===== src/rtl/lut_arbiter.sv =====
// Two-requester arbiter in front of a shared combinational-read LUT.
// Round-robin in IDLE, optional ownership lock with an idle timeout, 1-cycle response.

module lut_arbiter_rsp #(
  parameter int DATA_WIDTH = 16
) (
  input  logic                  clk,
  input  logic                  reset,
  input  logic                  gnt,
  input  logic [DATA_WIDTH-1:0] lut_q,
  output logic                  rvalid,
  output logic [DATA_WIDTH-1:0] rdata
);
  logic vld_pipe;

  always_ff @(posedge clk or posedge reset) begin
    if (reset) begin
      vld_pipe <= 1'b0;
      rdata    <= '0;
    end else begin
      vld_pipe <= gnt;
      if (gnt) rdata <= lut_q;
    end
  end

  assign rvalid = vld_pipe;
endmodule

module lut_arbiter #(
  parameter int DATA_WIDTH   = 16,
  parameter int ADDR_WIDTH   = 8,
  parameter int LOCK_TIMEOUT = 16
) (
  input  logic                  clk,
  input  logic                  reset,
  input  logic                  a_valid,
  input  logic [ADDR_WIDTH-1:0] a_addr,
  input  logic                  a_lock,
  output logic                  a_ready,
  output logic                  a_rvalid,
  output logic [DATA_WIDTH-1:0] a_rdata,
  input  logic                  b_valid,
  input  logic [ADDR_WIDTH-1:0] b_addr,
  input  logic                  b_lock,
  output logic                  b_ready,
  output logic                  b_rvalid,
  output logic [DATA_WIDTH-1:0] b_rdata,
  output logic [ADDR_WIDTH-1:0] lut_addr,
  input  logic [DATA_WIDTH-1:0] lut_q,
  output logic [1:0]            owner
);
  localparam int NUM_REQ = 2;
  localparam logic [7:0] TIMEOUT = 8'(LOCK_TIMEOUT);

  typedef enum logic [1:0] {IDLE = 2'b00, OWN_A = 2'b01, OWN_B = 2'b10} state_t;

  state_t                                state;
  logic                                  rr_b;      // 1: most recent winner was B
  logic [7:0]                            idle_cnt;
  logic [7:0]                            idle_cnt_nxt;
  logic                                  own_lock;
  logic [NUM_REQ-1:0]                    valid, lock, gnt, rvalid;
  logic [NUM_REQ-1:0][ADDR_WIDTH-1:0]    addr;
  logic [NUM_REQ-1:0][DATA_WIDTH-1:0]    rdata;

  assign valid = {b_valid, a_valid};
  assign lock  = {b_lock, a_lock};
  assign addr  = {b_addr, a_addr};

  // Grants are suppressed while reset is high so a beat in that cycle is dropped.
  always_comb begin
    gnt = '0;
    if (!reset) begin
      case (state)
        IDLE:    gnt = (valid == 2'b11) ? (rr_b ? 2'b01 : 2'b10) : valid;
        OWN_A:   gnt[0] = valid[0];
        OWN_B:   gnt[1] = valid[1];
        default: gnt = '0;
      endcase
    end
  end

  always_comb begin
    lut_addr = '0;
    for (int i = 0; i < NUM_REQ; i++)
      if (gnt[i]) lut_addr = addr[i];
  end

  assign own_lock     = (state == OWN_B) ? lock[1] : lock[0];
  assign idle_cnt_nxt = idle_cnt + 8'd1;

  always_ff @(posedge clk or posedge reset) begin
    if (reset) begin
      state    <= IDLE;
      rr_b     <= 1'b1;
      idle_cnt <= '0;
    end else begin
      if (|gnt) rr_b <= gnt[1];
      case (state)
        IDLE: begin
          idle_cnt <= '0;
          if (gnt[0] && lock[0])      state <= OWN_A;
          else if (gnt[1] && lock[1]) state <= OWN_B;
        end
        OWN_A, OWN_B: begin
          // Only the owner can be granted here, so any grant is an owner beat.
          if (|gnt) begin
            idle_cnt <= '0;
            if (!own_lock) state <= IDLE;
          end else if (idle_cnt_nxt == TIMEOUT) begin
            idle_cnt <= '0;
            state    <= IDLE;
          end else begin
            idle_cnt <= idle_cnt_nxt;
          end
        end
        default: begin
          idle_cnt <= '0;
          state    <= IDLE;
        end
      endcase
    end
  end

  for (genvar g = 0; g < NUM_REQ; g++) begin : g_rsp
    lut_arbiter_rsp #(.DATA_WIDTH(DATA_WIDTH)) u_rsp (
      .clk    (clk),
      .reset  (reset),
      .gnt    (gnt[g]),
      .lut_q  (lut_q),
      .rvalid (rvalid[g]),
      .rdata  (rdata[g])
    );
  end

  assign a_ready  = gnt[0];
  assign b_ready  = gnt[1];
  assign a_rvalid = rvalid[0];
  assign b_rvalid = rvalid[1];
  assign a_rdata  = rdata[0];
  assign b_rdata  = rdata[1];
  assign owner    = state;
endmodule


===== config.mk =====
export PLATFORM = sky130hd
export DESIGN_NAME = lut_arbiter
export DESIGN_NICKNAME = d
export VERILOG_FILES = /design/src/rtl/lut_arbiter.sv
export SDC_FILE = /design/constraint.sdc
export NUM_CORES = 1
export LEC_CHECK = 0
export ABC_AREA = 0
export ABC_CLOCK_PERIOD_IN_PS = 4350
export BUFFER_PORTS_ARGS = -buffer_cell sky130_fd_sc_hd__buf_2
export CORE_AREA = 2 2 57 85
export DETAILED_ROUTE_END_ITERATION = 10
export DIE_AREA = 0 0 59 87
export PLACE_DENSITY_LB_ADDON = 0.05
export SLEW_MARGIN = 20
export SYNTH_ARGS = -nofsm -noshare
export SYNTH_HDL_FRONTEND = slang
export SYNTH_SLANG_ARGS = --single-unit

===== constraint.sdc =====
create_clock -name clk -period 4.35 [get_ports clk]
set_input_delay 0.2175 -clock clk [delete_from_list [all_inputs] [get_ports clk]]
set_output_delay 0.2175 -clock clk [all_outputs]
set_load 0.05 [all_outputs]

==> summary.md, run 1 <==
| Metric | Value |
|---|---|
| Placed inst area | 2570 µm² |
| Iteration-0 DRC count of the detailed router | 49 |
| Tot Pwr | 2.20 mW |
| Worst Clk Skew | 0.00220 ns |
| Xor and xnor fraction of the mapped netlist area | 0.0331 |
| Fin worst setup slack | 1.66 ns |
| Core Box Area | 4430 µm² |
| Area Overhead vs Synth | 25.9% |
| Compound-gate portion of the synthesized area | 0.109 |
| Area of the multi-input gates | 935 µm² |
| PD cells | 826 nW/µm² |
| Final WL | 4.43 mm |
| Crit share post-route | 0.618 |
| Hold slack | 0.118 ns |
| Ys flop type | dfrtp_1 |
| Gate power share | 0.571 |
| P_leak | 1.31 nW |
| Maximum resistive drop on vdd | 0.606 mV |
| CP max FO | 8 |
| Most frequent cells in the layout | buf_2 (83), dfrtp_1 (44), mux2_2 (32) |
| Slew margin rel. | 0.623 |
| Total nets after synthesis | 205 |
| Num CTS Buffers | 5 |
| Post-Syn Instances | 161 |
| Final instance area | 2660 µm² |
| Detailed placement HPWL | 3.29 mm |
| Sequential Power Share | 0.308 |
| Clock Root Buffer | clkbuf_8 |
| Final setup violation count | 0 |
| Setup TNS | 0 ns |
| Avg Vias per Cell | 5.27 |
| Post-synthesis sequential area ratio | 0.533 |
| # placed instances | 290 |
| Synthesized area per cell | 13.1 µm² |
| Vias in the first global route | 1675 |
| Layout cells sized above 1 | 0.532 |
| Clk slew on worst S/H paths | 0.08 ns |
| Clk_lat worst skew | 0.30 ns |
| Initial antenna violation count | 1 |
| Endpoint kind of the worst setup timing path | output port |
| DRT antenna net count | 0 |
| # DRC | 0 |
| Die width | 59 µm |
| Max clock buf depth | 2 |
| Finished Layout Cells | 298 |
| Rows | 30 |
| Largest net degree at the start of global routing | 47 |
| Int Power | 1.07 mW |
| Vias | 1569 |
| CTS tree | yes |
| Leading area contributor after synthesis | dfrtp_1 |
| GRT Residual Overflow | 0 |
| Top cell type's share of synthesized area | 0.520 |
| Inserted Diodes | 0 |
| Gp weighted congestion | 0.756 |
| Critical path class | reg -> out |
| Switching fraction of total power | 0.514 |
| Die Area | 5130 µm² |
| Yosys reg bits | 45 |
| Net Sw Power | 1.13 mW |
| Initial core utilization | 0.478 |
| PortBufs | 83 |
| CTS H-tree depth | 2 |
| CTS sink count | 45 |
| Largest family of logic cells by synthesized area | multiplexers |
| Post-synth EDFFs | 0 |
| Startpoint type of the worst setup path | register |
| Worst-case reg-to-reg path depth | 6 |
| Post-synthesis mux area share | 0.175 |
| Crit. Startpoint | owner[0] |
| Least-Margin Pin Slew | 0.566 ns |
| Reg-to-Reg Start | owner[0] |
| Pre-CTS WS | 2.01 ns |
| Distinct cell type count after synthesis | 36 |
| Clock power share | 0.120 |
| Post-CTS Setup Repair Bufs | 0 |
| Post-Synth Simple-Gate Area | 0.0857 |
| Post-cts resize count | 0 |
| Worst Path Arrival | 2.47 ns |
| Synthesis Warnings | 0 |
| RSZ-0062 raised after global routing | no |
| Synth Area in Adders | 0.0355 |
| Async SR Flop Fraction | 1.00 |
| Max Cap Viol | 0 |
| GRT Overall Usage | 0.191 |
| Hold Crit Class | in -> async |
| Most area-consuming cells after synthesis | dfrtp_1 (52%), mux2_2 (17%), ha_1 (3.5%) |
| Filler Cell Count | 410 |
| Hold Vio Cnt, Final | 0 |
| Final Critical Period | 2.69 ns |
| Chip Height | 87 µm |
| Synthesized cell area | 2120 µm² |
| Maximum clock frequency | 372 MHz |
| CTS Hold Buffers Added | 0 |
| Most common cell after layout, fill and taps aside | buf_2 |
| Area taken by flip-flops and latches | 1130 µm² |
| Max Slew Vio Count | 0 |
| DRT Pass-1 Iters | 4 |
| WP data required | 4.13 ns |
| Final core occ | 0.601 |
| # IOs | 84 |
| WL per Instance | 14.9 µm |
| Nets@finish | 293 |
| First-pass GRT wire length | 7.40 mm |
| Status | completed |
[final cells by class]
| type | count | area share |
|---|---|---|
| multi-input combinational | 108 | 0.351 |
| clock inverter | 2 | 0.00517 |
| sequential | 45 | 0.423 |
| clock buffer | 6 | 0.0310 |
| tap | 48 | 0.0225 |
| inverter | 4 | 0.00564 |
| timing repair buffer | 85 | 0.162 |
[final timing paths]
path	end	slack [ns]
worst max-delay path	lut_addr[1]	1.66
worst min-delay path	owner[1]	0.12
worst max register to register	g_rsp[1].u_rsp.rdata[4]	2.20
worst min register to register	rr_b	0.50
max in group asynchronous	g_rsp[0].u_rsp.rdata[6]	3.85
min in group clk	g_rsp[1].u_rsp.rdata[12]	0.16
[registers in the layout, summed over array words and instances, names as in the netlist]
name	count
idle_cnt	8
g_rsp.u_rsp.rvalid	2
owner	2
g_rsp.u_rsp.rdata	32
rr_b	1
[metal layers]
layer | GRT usage | up-vias | routed length (µm)
li1 | - | 757 | -
met1 | 0.199 | 754 | 1690
met2 | 0.343 | 49 | 2430
met3 | 0.0594 | 7 | 229
met4 | 0.0826 | 2 | 70
met5 | 0 | - | 13
[critical path, cell delays in order (launching register included)]
cell	delay, ns
dfrtp_1	0.44
inv_1	0.12
ha_1	0.30
a31oi_1	0.32
nor3b_4	0.08
nor3_2	0.44
a22o_1	0.21
buf_2	0.26
[synthesized netlist by cell type, drive strengths merged, types with 2 or more instances]
library cell,instances
ha,6
xnor2,4
nand2,6
nand2b,3
a22o,8
nor3,2
xor2,4
o21ai,5
buf,4
and3,4
nand3,3
a21oi,2
dfrtp,44
a31oi,5
mux2,32
nor3b,2
nor2,10
a21o,2
inv,4
o211ai,3
[logic make-up after synthesis]
family | after synthesis
AO/OA/AOI/OAI | 28
XOR/XNOR | 8
adder cells (fa/ha/maj) | 6
buffers and inverters | 8
flip-flops | 45
multiplexers | 33
AND/OR/NAND/NOR | 33
[power by group through the flow]
| stage | registers, mW | clock network, mW | logic [mW] |
|---|---|---|---|
| 6_report | 0.678 | 0.264 | 1.26 |
| 4_1_cts | 0.682 | 0.281 | 1.27 |
| 5_1_grt | 0.702 | 0.293 | 1.33 |
| 3_3_place_gp | 0.678 | 0 | 1.25 |
| 2_1_floorplan | 1.26 | 0 | 0.422 |
| 3_5_place_dp | 0.689 | 0 | 1.27 |
No activity file was read; power rests on OpenSTA's default activity.
==> run 2: changes to the inputs <==
--- a/config.mk
+++ b/config.mk
@@ -6,11 +6,11 @@
 export NUM_CORES = 1
 export LEC_CHECK = 0
 export ABC_AREA = 0
-export ABC_CLOCK_PERIOD_IN_PS = 4350
+export ABC_CLOCK_PERIOD_IN_PS = 2500
 export BUFFER_PORTS_ARGS = -buffer_cell sky130_fd_sc_hd__buf_2
-export CORE_AREA = 2 2 57 85
+export CORE_AREA = 2 2 58 87
 export DETAILED_ROUTE_END_ITERATION = 10
-export DIE_AREA = 0 0 59 87
+export DIE_AREA = 0 0 60 89
 export PLACE_DENSITY_LB_ADDON = 0.05
 export SLEW_MARGIN = 20
 export SYNTH_ARGS = -nofsm -noshare
==> constraint.sdc (replaced) <==
create_clock -name clk -period 2.5 [get_ports clk]
set_input_delay 0.125 -clock clk [delete_from_list [all_inputs] [get_ports clk]]
set_output_delay 0.125 -clock clk [all_outputs]
set_load 0.05 [all_outputs]
==> summary.md, run 2 (same netlist as run 1, synthesis figures left out) <==
| Metric | Value |
|---|---|
| Area Overhead vs Synth | 27.3% |
| Most common cell after layout, fill and taps aside | buf_2 |
| Iteration-0 DRC count of the detailed router | 38 |
| Crit. Startpoint | owner[0] |
| Endpoint kind of the worst setup timing path | output port |
| Most frequent cells in the layout | buf_2 (83), dfrtp_1 (44), mux2_2 (32) |
| Worst-case reg-to-reg path depth | 6 |
| Final setup violation count | 0 |
| DRT antenna net count | 0 |
| Initial antenna violation count | 0 |
| Clk slew on worst S/H paths | 0.08 ns |
| GRT Overall Usage | 0.168 |
| CTS tree | yes |
| Slew margin rel. | 0.629 |
| Hold Crit Class | in -> async |
| Clk_lat worst skew | 0.30 ns |
| Clock Root Buffer | clkbuf_8 |
| Status | completed |
| Least-Margin Pin Slew | 0.557 ns |
| CTS sink count | 45 |
| Largest stage delay, worst path | 0.45 ns |
| Maximum clock frequency | 425 MHz |
| Maximum resistive drop on vdd | 0.897 mV |
| Reg with most FFs | g_rsp.u_rsp.rdata |
| Critical path, cell by cell | inv_1, ha_2, a31oi_1, nor3b_4, buf_12, a22o_1, buf_2 |
| # DRC | 0 |
| # placed instances | 306 |
| First-pass GRT wire length | 6.69 mm |
| GRT Residual Overflow | 0 |
| Final Critical Period | 2.35 ns |
| Crit path to | lut_addr[4] |
| Die Area | 5340 µm² |
| Rows | 30 |
| Chip Height | 89 µm |
| Worst Clk Skew | 0.00639 ns |
| DRT Pass-1 Iters | 4 |
| Worst Path Arrival | 2.23 ns |
| WP depth | 7 |
| Max clock buf depth | 2 |
| Num CTS Buffers | 5 |
| Nets@finish | 293 |
| Largest regs | g_rsp.u_rsp.rdata (32), idle_cnt (8) |
| Final core occ | 0.593 |
| Hold Vio Cnt, Final | 0 |
| Reg2Reg Setup Slack | 0.52 ns |
| Post-CTS Setup Repair Bufs | 0 |
| Gp weighted congestion | 0.766 |
| PD cells | 1420 nW/µm² |
| Core Box Area | 4540 µm² |
| CP max stage cell | dfrtp_1 |
| Number of flip-flops in the largest register | 32 |
| P_leak | 1.31 nW |
| # IOs | 84 |
| Max Cap Viol | 0 |
| WL per Instance | 13.9 µm |
| Die width | 60 µm |
| Largest net degree at the start of global routing | 47 |
| Crit share post-route | 0.940 |
| Finished Layout Cells | 314 |
| CP top delay family | buffers and inverters |
| Vias | 1558 |
| Layout cells sized above 1 | 0.532 |
| Startpoint type of the worst setup path | register |
| Final WL | 4.37 mm |
| Avg Vias per Cell | 4.96 |
| Critical path class | reg -> out |
| Worst path buffer plus inverter count | 3 |
| Inserted Diodes | 0 |
| WP data required | 2.38 ns |
| R2R Path End | g_rsp[1].u_rsp.rdata[7] |
| Initial core utilization | 0.466 |
| Reg-to-Reg Start | owner[0] |
| CP max FO | 29 |
| Detailed placement HPWL | 3.25 mm |
| CTS Hold Buffers Added | 0 |
| PortBufs | 83 |
| Max Slew Vio Count | 0 |
| CTS H-tree depth | 2 |
| Vias in the first global route | 1456 |
==> run 2: cell count changes in the layout (fill, tap and decap cells not counted), sizes merged <==
| cell | delta |
|---|---|
| clkinv | -1 |
| clkbuf | +1 |
==> run 2: area by class of cell <==
class                           instances  area, µm²
Sequential cell                        45       1130
Inverter                                4       15.0
Timing Repair Buffer                   85        443
Clock inverter                          1       5.00
Clock buffer                            7       76.3
Multi-Input combinational cell        108        946
Fill cell                             390       1850
Tap cell                               64       80.1
==> run 2: routing by layer <==
| metal | vias up | wire, µm | global-route usage |
|---|---|---|---|
| li1 | 763 | - | - |
| met3 | 5 | 182 | 0.0478 |
| met1 | 751 | 1760 | 0.201 |
| met4 | 0 | 63 | 0.0667 |
| met2 | 39 | 2360 | 0.283 |
| met5 | - | 0 | 0 |
==> run 2: where the power goes <==
group          switching [mW]  internal [mW]  leakage (nW)  total, mW
logic                    1.59          0.620         0.713       2.21
registers               0.143           1.03         0.553       1.17
clock network           0.233          0.196        0.0422      0.429
==> run 2: worst min path at each step <==
stage | cells after the start | end | slack [ns] | from
floorplan | 1 | g_rsp[1].u_rsp.rdata[10] | 0.28 | lut_q[10]
CTS | 3 | idle_cnt[4] | 0.04 | reset
detailed placement | 3 | owner[0] | 0.36 | reset
global placement | 3 | g_rsp[1].u_rsp.rvalid | 0.37 | reset
global route | 2 | g_rsp[1].u_rsp.rdata[4] | 0.06 | lut_q[4]
finish | 3 | g_rsp[1].u_rsp.rvalid | 0.02 | reset
==> run 2: metrics by stage <==
stage	cell area, µm²	worst slack, ns	power, mW	setup TNS, ns	hold slack [ns]
2_1_floorplan	2120	0.0716	2.93	0	0.277
3_3_place_gp	2590	0.350	3.38	0	0.366
3_5_place_dp	2590	0.307	3.40	0	0.363
4_1_cts	2680	0.0441	3.84	0	0.0376
5_1_grt	2690	-0.00350	4.01	-0.00350	0.0596
6_report	2690	0.149	3.81	0	0.0184
==> run 2: repair_timing <==
action                                  4_1_cts  5_1_grt
endpoints found under the setup margin        8        8
gates resized for setup                       2        4
pin swaps                                     0        1
==> run 2: worst min-delay path: stages <==
cell and delay (ns):
buf_2 0.13, inv_2 0.06, buf_4 0.46
==> run 3: changes to the inputs <==
--- a/config.mk
+++ b/config.mk
@@ -12,6 +12,7 @@
 export DETAILED_ROUTE_END_ITERATION = 10
 export DIE_AREA = 0 0 60 89
 export PLACE_DENSITY_LB_ADDON = 0.05
+export REMOVE_ABC_BUFFERS = 1
 export SLEW_MARGIN = 20
 export SYNTH_ARGS = -nofsm -noshare
 export SYNTH_HDL_FRONTEND = slang
==> summary.md, run 3 (same netlist as run 1, synthesis figures left out) <==
| Metric | Value |
|---|---|
| DRT Pass-1 Iters | 4 |
| Die Area | 5340 µm² |
| Slew margin rel. | 0.603 |
| PD cells | 1420 nW/µm² |
| Iteration-0 DRC count of the detailed router | 59 |
| Initial core utilization | 0.466 |
| Worst Path Arrival | 2.20 ns |
| # DRC | 0 |
| CTS tree | yes |
| First-pass GRT wire length | 6.90 mm |
| Chip Height | 89 µm |
| Most frequent cells in the layout | buf_2 (83), dfrtp_1 (44), mux2_2 (32) |
| Area taken by flip-flops and latches | 1130 µm² |
| Max Slew Vio Count | 0 |
| Gp weighted congestion | 0.727 |
| Final Critical Period | 2.33 ns |
| Met3 routed WL | 181 µm |
| Hold Vio Cnt, Final | 0 |
| GRT Overall Usage | 0.172 |
| WP data required | 2.38 ns |
| Initial antenna violation count | 0 |
| CTS H-tree depth | 2 |
| Vias | 1561 |
| Critical path class | reg -> out |
| Vias in the first global route | 1560 |
| DRT antenna net count | 0 |
| P_leak | 1.30 nW |
| Met2 Routed Length | 2.43 mm |
| Detailed placement HPWL | 3.28 mm |
| Clock Root Buffer | clkbuf_8 |
| Max clock buf depth | 2 |
| Final WL | 4.43 mm |
| Maximum resistive drop on vdd | 0.795 mV |
| Startpoint type of the worst setup path | register |
| # placed instances | 306 |
| Clk slew on worst S/H paths | 0.08 ns |
| Area of the multi-input gates | 946 µm² |
| # IOs | 84 |
| Area Overhead vs Synth | 27.4% |
| WL per Instance | 14.1 µm |
| Maximum clock frequency | 430 MHz |
| Avg Vias per Cell | 4.97 |
| Filler Cell Count | 413 |
| Inserted Diodes | 0 |
| Finished Layout Cells | 314 |
| Status | completed |
| RSZ-0062 raised after global routing | no |
| Layout cells sized above 1 | 0.532 |
| Rows | 30 |
| Tot Pwr | 3.82 mW |
| CP max FO | 29 |
| Number of flip-flops in the largest register | 32 |
| Crit share post-route | 0.931 |
| Endpoint kind of the worst setup timing path | output port |
| Core Box Area | 4540 µm² |
| Hold Crit Class | in -> async |
| Max layer used | met4 |
| DRT met1 WL | 1.73 mm |
| Hold slack | 0.0214 ns |
| Most common cell after layout, fill and taps aside | buf_2 |
| Nets@finish | 293 |
| Setup TNS | 0 ns |
| Num CTS Buffers | 5 |
| Max Cap Viol | 0 |
| CTS sink count | 45 |
| Reg2Reg Setup Slack | 0.52 ns |
| Reg with most FFs | g_rsp.u_rsp.rdata |
| Die width | 60 µm |
| GRT Residual Overflow | 0 |
| Largest net degree at the start of global routing | 47 |
| Clk_lat worst skew | 0.29 ns |
| Least-Margin Pin Slew | 0.594 ns |
| PortBufs | 83 |
| Largest regs | g_rsp.u_rsp.rdata (32), idle_cnt (8) |
| Post-CTS Setup Repair Bufs | 0 |
| Worst Clk Skew | 0.00570 ns |
| Final setup violation count | 0 |
run 3: cell type report:
cell class	count	area share
Clock inverter	1	0.00279
Sequential cell	45	0.418
Inverter	4	0.00557
Tap cell	64	0.0297
Clock buffer	7	0.0283
Timing Repair Buffer	85	0.164
Multi-Input combinational cell	108	0.351
run 3: routing by layer:
layer	track usage	vias up
li1	-	754
met1	0.194	756
met2	0.306	43
met3	0.0405	8
met4	0.0667	0
met5	0	-
run 3: power breakdown:
| group | switching, mW | total (mW) | internal, mW |
|---|---|---|---|
| sequential | 0.143 | 1.17 | 1.03 |
| combinational | 1.59 | 2.22 | 0.620 |
| clock | 0.232 | 0.430 | 0.198 |
run 3: repair_timing:
action,4_1_cts,5_1_grt
cloned,0,0
hold buffers,0,0
endpoints found under the setup margin,4,8
resized for setup,2,4
pin swaps,0,1
run 3: final timing paths:
| check | start | endpoint | cells after the start |
|---|---|---|---|
| worst max register to register | owner[0] | g_rsp[0].u_rsp.rdata[8] | 5 |
| worst min-delay path | reset | idle_cnt[6] | 3 |
| worst min register to register | idle_cnt[0] | idle_cnt[0] | 1 |
| min in group clk | lut_q[1] | g_rsp[0].u_rsp.rdata[1] | 2 |
| max in group asynchronous | reset | g_rsp[0].u_rsp.rdata[14] | 3 |
| worst max-delay path | owner[0] | lut_addr[4] | 7 |
run 3: metrics by stage:
step / cell area (µm²) / utilization / setup WS (ns)
2_1_floorplan: 2070 / - / -1.13
3_3_place_gp: 2590 / 0.570 / 0.353
3_5_place_dp: 2590 / 0.570 / 0.313
4_1_cts: 2680 / 0.590 / 0.0359
5_1_grt: 2700 / 0.593 / 0.0440
6_report: 2700 / 0.593 / 0.173
run 3: worst max-delay path, stage by stage (launching register included):
cell and delay, ns:
dfrtp_1 0.45, inv_1 0.14, ha_1 0.29, a31oi_1 0.10
nor3b_4 0.29, buf_12 0.23, a22o_1 0.15, buf_2 0.26
